[config.mk]
export PLATFORM = sky130hd
export DESIGN_NAME = renkon_conv_window5x5
export DESIGN_NICKNAME = d
export VERILOG_FILES = /design/src/rtl/renkon_conv_window5x5.sv
export SDC_FILE = /design/constraint.sdc
export NUM_CORES = 2
export LEC_CHECK = 0
export CORE_UTILIZATION = 35
export CTS_BUF_LIST = sky130_fd_sc_hd__clkbuf_4 sky130_fd_sc_hd__clkbuf_8 sky130_fd_sc_hd__clkbuf_16
export CTS_CLUSTER_DIAMETER = 120
export DETAILED_ROUTE_END_ITERATION = 6
export SYNTH_ARGS = -nofsm -noshare
export SYNTH_HDL_FRONTEND = slang
export SYNTH_SLANG_ARGS = --single-unit
[constraint.sdc]
create_clock -name clk -period 7.32 [get_ports clk]
set_input_delay 0.732 -clock clk [delete_from_list [all_inputs] [get_ports clk]]
set_output_delay 0.732 -clock clk [all_outputs]
set_load 0.01 [all_outputs]
[src/rtl/renkon_conv_window5x5.sv]
// Streaming 5x5 neighbourhood generator: four line buffers plus a 5x5 shift window
// turn a raster pixel stream into 25-element vectors for the convolution tree.
module renkon_conv_window5x5 #(
  parameter int DWIDTH = 16,
  parameter int MAXW   = 32,
  parameter int SWIDTH = 6
) (
  input  logic                     clk,
  input  logic                     xrst,
  input  logic                     start,
  input  logic [SWIDTH-1:0]        img_size,
  input  logic                     in_valid,
  input  logic signed [DWIDTH-1:0] pixel_in,
  output logic                     win_valid,
  output logic signed [DWIDTH-1:0] window [25-1:0],
  output logic                     busy,
  output logic                     done,
  output logic                     err
);

  localparam int AW = (MAXW > 1) ? $clog2(MAXW) : 1;

  typedef enum logic [1:0] {IDLE, RUN, FIN} state_t;

  state_t state, state_next;

  logic [SWIDTH-1:0]        size_q;
  logic [SWIDTH-1:0]        row;
  logic [SWIDTH-1:0]        col;
  logic [SWIDTH-1:0]        last_idx;
  logic [AW-1:0]            addr;
  logic                     accept;
  logic                     size_ok;
  logic                     start_ok;
  logic                     col_last;
  logic                     row_last;
  logic signed [DWIDTH-1:0] lb [4][MAXW];
  logic signed [DWIDTH-1:0] col_vec [5];

  assign last_idx = size_q - SWIDTH'(1);
  assign size_ok  = (img_size >= SWIDTH'(5)) && (img_size <= SWIDTH'(MAXW));
  assign start_ok = (state == IDLE) && start && size_ok;
  assign accept   = (state == RUN) && in_valid;
  assign col_last = (col == last_idx);
  assign row_last = (row == last_idx);
  assign addr     = col[AW-1:0];
  assign busy     = (state != IDLE);

  // Column vector entering the window: oldest row at the top, live pixel at the bottom.
  assign col_vec[0] = lb[0][addr];
  assign col_vec[1] = lb[1][addr];
  assign col_vec[2] = lb[2][addr];
  assign col_vec[3] = lb[3][addr];
  assign col_vec[4] = pixel_in;

  always_ff @(posedge clk or negedge xrst) begin
    if (!xrst) state <= IDLE;
    else       state <= state_next;
  end

  always_comb begin
    state_next = state;
    case (state)
      IDLE:    if (start_ok) state_next = RUN;
      RUN:     if (accept && col_last && row_last) state_next = FIN;
      FIN:     state_next = IDLE;
      default: state_next = IDLE;
    endcase
  end

  always_ff @(posedge clk or negedge xrst) begin
    if (!xrst) begin
      size_q    <= '0;
      row       <= '0;
      col       <= '0;
      win_valid <= 1'b0;
      done      <= 1'b0;
      err       <= 1'b0;
    end else begin
      done      <= (state == FIN);
      err       <= (state == IDLE) && start && !size_ok;
      win_valid <= accept && (row >= SWIDTH'(4)) && (col >= SWIDTH'(4));
      if (start_ok) begin
        size_q <= img_size;
        row    <= '0;
        col    <= '0;
      end else if (accept) begin
        if (col_last) begin
          col <= '0;
          row <= row + SWIDTH'(1);
        end else begin
          col <= col + SWIDTH'(1);
        end
      end
    end
  end

  // Window shifts left one column per accepted pixel; new column enters at j=4.
  always_ff @(posedge clk or negedge xrst) begin
    if (!xrst) begin
      for (int k = 0; k < 25; k++) window[k] <= '0;
    end else if (accept) begin
      for (int i = 0; i < 5; i++) begin
        for (int j = 0; j < 4; j++) window[5*i+j] <= window[5*i+j+1];
        window[5*i+4] <= col_vec[i];
      end
    end
  end

  // Line buffers are never read before being rewritten in the current plane, so no reset.
  always_ff @(posedge clk) begin
    if (accept) begin
      lb[0][addr] <= lb[1][addr];
      lb[1][addr] <= lb[2][addr];
      lb[2][addr] <= lb[3][addr];
      lb[3][addr] <= pixel_in;
    end
  end

endmodule

# After elaboration in Yosys (flattened, before gate mapping)
# Memories as Yosys holds them, arrays and structs flattened.
# Index checks and enable logic that the tools add are counted.
# totals
memories	1
output_inout_bits	404
inputBits	26
elab_cells	91
register_bits	423
mem_bits_rw	2048
# mem_list
name	depth	word_bits	read_ports	rd_clocked_by_memory_dff	write_ports	line_no	text
lb	4	512	4	0	4	37	logic signed [DWIDTH-1:0] lb [4][MAXW];
# op_classes
n_lt_le_gt_ge	6
n_mux	25
add_sub_neg	3
n_eq_ne	6
reduce_logical	17
bitwise_logic	1
# ops
op	count
512-bit 2-to-1 mux	1
16-bit binary-select mux with 5-bit select	4
16-bit 2-to-1 mux	9
16-bit demux with 5-bit select	1
6-bit 2-to-1 mux	6
6-bit by 3-bit greater-or-equal comparator with 1-bit output (second input constant)	3
6-bit by 1-bit adder with 6-bit output (second input constant)	2
6-bit == test	2
1-bit logical AND	10
6-bit greater-or-equal comparator (second input constant)	1
6-bit less-or-equal comparator (second input constant)	1
6-bit by 1-bit less-than comparator with 1-bit output (second input constant)	1
5-bit NOT with 6-bit output	1
2-bit nonzero test	3
6-bit by 1-bit subtractor with 6-bit output (second input constant)	1
2-bit 2-to-1 mux	2
2-bit case mux with 2 select lines	1
2-bit AND reduction	2
2-bit by 1-bit == test with 1-bit output (second input constant)	1
2-bit == test (second input constant)	1
2-bit zero test	1
2-bit by 1-bit inequality test with 1-bit output (second input constant)	1
2-bit inequality test (second input constant)	1
1-bit zero test	1
1-bit 2-to-1 mux	1

# Logic depth before layout (Yosys ltp)
# depth
depth_word	6
mapped_depth	11
mapped_depth_nobuf	7

# Least setup slack after synthesis
# No wires, ideal clock.
# synth_timing
path_kind	input-to-reg
from	input in_valid
to	register col[4]
arrival_ps	6275
path_stages	6
setup_slack_ps	937
t_required_ps	7212
n_path_buf	1
setup_time_ps	108
path_cell_list	and3b_1 -> clkbuf_1 -> nand2_1 -> nor3_1 -> nor2_1 -> o31ai_1
# synth_via
elab_chain_cells	2
# synth_lines
item	line_no	text
start, declared	12	input logic in_valid,
1-bit logical AND	43	assign accept = (state == RUN) && in_valid;
2-bit nonzero test (no line)	n/a	
end signal, assigned	92	col <= col + SWIDTH'(1);
end, declared	29	logic [SWIDTH-1:0] col;
# No other way between the ends.
# A chain may end at the register's enable or synchronous reset.

==> impl_metrics.tcl <==
set metrics [dict create \
    grt_remaining_overflow 0 \
    arrival_ns 5.77 \
    ant_nets 0 \
    clockPowerShare_pct 24.1 \
    yosys.area.top_type_share_pct 65.28 \
    p_comb_share_pct 32.6 \
    reg2reg_from "col[1]" \
    outcome "finished clean" \
    peakVddDrop_mv 0.3531 \
    layout-drive-gt1-share_pct 18.52 \
    tightest_slew_ns 1.431 \
    netlist_instances 5190 \
    synthArstFlopShare_pct 17.12 \
    num_vias 51940 \
    nets 5752 \
    finalSetupViolCount 0 \
    die_w_um 520.8 \
    cts_buffer_depth 3 \
    synth_area_leaders "edfxtp_1 (65%), dfrtp_1 (11%), mux4_2 (10%), nand2_1 (4.4%), mux2i_1 (1.6%)" \
    p_leak_uw 0.03819 \
    finalCritPeriodShare_pct 67.80 \
    multi_input_area_um2 21200 \
    ys.flop_type "edfxtp_1" \
    netSwitchingPower_uw 17780 \
    worstRegToRegCells 7 \
    start_util_pct 35.19 \
    clock-sinks 2471 \
    antenna_found_initial 18 \
    io_buffer_count 429 \
    finClkSkew_ns 0.07444 \
    max_cap_violations 0 \
    final.fill_count 23750 \
    core_area_um2 267700 \
    area_growth_pct 18.14 \
    synth_fp_nets 5223 \
    hp-start "img_size[2]" \
    power_frac_seq_pct 43.4 \
    rsz0062_at_grt "no" \
    p_int_uw 33280 \
    p_sw_share_pct 34.82 \
    cts_made_buffers 229 \
    syn_area_um2 94200 \
    hp-class "in -> reg" \
    dp_hpwl_um 166400 \
    grt_start_max_net_pins 201 \
    grt_use_total_pct 20.51 \
    drt_iter0_drc 6621 \
    cp-startpoint "col[1]" \
    required_ns 8.12 \
    cts_tree "done" \
    critical_path.endpoint_type "flip-flop" \
    gp_congestion 0.8441 \
    yosysUniqueCellTypes 67 \
    drc 0 \
    row_count 190 \
    io_pins 430 \
    first_pass_iters 5 \
    synth_area_per_cell_um2 18.15 \
    slew_viol_final 0 \
    slew_headroom_pct 4.582 \
    wirelength_um 281800 \
    min_period_ns 4.963 \
    cts_root_buf "clkbuf_16" \
    first_global_vias 51060 \
    startpoint_type "flip-flop" \
    synth-seq-area-share_pct 76.52 \
    viasPerCell 5.479 \
    max_freq_mhz 201.5 \
    ff_latch_area_um2 72100 \
    clk_latency_ns 0.92 \
    ys_warn_count 0 \
    htree_levels 4 \
    final_cell_mix "edfxtp_1 (2048), nand2_1 (1092), clkdlybuf4s50_1 (426)" \
    powerDensity_nw_per_um2 458.9 \
    clk_pin_slew_ns 0.07 \
    critPathMaxFanout 129 \
    grt_first_pass_wirelength_um 395900 \
    synth_edf_count 2048 \
    path_class "reg -> reg" \
    hold_viol 0 \
    synth-seq-cells 2471 \
    die-area_um2 271200 \
    utilization_pct 41.58 \
    dieHeight_um 520.8 \
    whs_path_depth 3 \
    fin_setup_tns_ns 0 \
    layout_commonest_cell "edfxtp_1" \
    yosysTopAreaCell "edfxtp_1" \
    wl_per_cell_um 29.72 \
]
-- per-stage QoR --
| step | hold slack [ns] | worst slack, ns | total power, µW | area (µm²) | std cells |
|---|---|---|---|---|---|
| 6_report | 0.4363 | 2.357 | 51070 | 111300 | 9481 |
| 5_1_grt | 0.4275 | 2.094 | 52910 | 111300 | 9478 |
| 4_1_cts | 0.3702 | 2.344 | 51350 | 111200 | 9475 |
| 3_5_place_dp | 0.4616 | 2.332 | 39140 | 103300 | 9038 |
| 3_3_place_gp | 0.4577 | 2.351 | 38730 | 103300 | 9038 |
| 2_1_floorplan | 0.4364 | 0.9370 | 30520 | 94200 | 5190 |
-- registers in the layout, indices dropped and copies added (netlist names) --
signal     cells
err            1
win_valid      1
state          2
lb          2048
done           1
col            6
row            6
window       400
size_q         6
-- worst paths after layout --
kind / endpoint / slack [ns]
min reg2reg: window[331] / 0.47
max in group asynchronous: window[162] / 5.42
min in group asynchronous: window[75] / 0.47
max: window[235] / 2.36
max reg2reg: window[235] / 2.36
min: size_q[2] / 0.44
-- worst max-delay path, cell delays in order, from the launching register on --
cell and delay [ns]:
dfrtp_4 1.06, buf_4 0.90, buf_12 0.58, mux4_2 0.37
o22a_1 0.21, o221ai_1 0.21, a41oi_4 0.91, mux2_2 0.30
-- cells in the mapped netlist (11+ instances only) --
master and n:
o22a_1 12, buf_6 18, or4_1 14, and2_1 12, dfrtp_1 423, nor2b_1 35, mux2_2 35, a31oi_1 14
o31ai_1 19, o22ai_1 60, nand2b_1 12, nor2_1 75, a21oi_1 76, a22o_1 26, edfxtp_1 2048, o21ai_0 14
a221oi_1 33, nand2_1 1092, buf_2 68, nor3_1 25, mux2i_1 155, a211o_1 12, nand3_1 23, o32ai_1 11
o221ai_1 28, and3_1 18, clkbuf_1 148, buf_4 38, a22oi_1 70, mux4_1 12, a41oi_1 11, mux4_2 417
a211oi_1 29
-- timing repair --
item / 4_1_cts / 5_1_grt
setup buffers: 0 / 0
endpoints found under the hold margin: 53 / 0
hold buffers: 1 / 0
resized for setup: 0 / 0
-- routing by layer --
| metal | global-route usage [%] | vias to the layer above | wire, µm |
|---|---|---|---|
| li1 | - | 21320 | - |
| met1 | 27.81 | 27710 | 113600 |
| met2 | 33.40 | 2536 | 134700 |
| met3 | 3.697 | 367 | 24590 |
| met4 | 6.684 | 4 | 8908 |
| met5 | 0 | - | 21 |
-- cell families (layout without fill, tap and decap cells) --
group	count (synthesis)	count (layout)	synth area share, %
flip-flops	2471	2471	76.52
AND/OR/NAND/NOR	1344	1344	5.838
multiplexers	622	622	12.42
AO/OA/AOI/OAI	436	436	3.348
buffers and inverters	295	1029	1.599
XOR/XNOR	15	15	0.1833
adder cells (fa/ha/maj)	7	7	0.09297
other	0	5	0
-- area by class of cell --
cell class,instances,share of cell area [%]
flip-flops and latches,2471,64.79
multi-input cells,2424,19.05
clock buffers,315,5.908
repair buffers,582,5.034
well taps,3552,3.993
clock inverters,121,1.179
inverters,11,0.03710
diodes,5,0.01124
-- power by group through the flow --
stage	Clock, µW	Combinational [µW]	Sequential, µW
CTS	12500	16700	22200
global placement	0	16400	22400
floorplan	0	8520	22000
finish	12300	16600	22100
global route	13000	17600	22300
detailed placement	0	16700	22500
(Power assumes the default switching activity.)
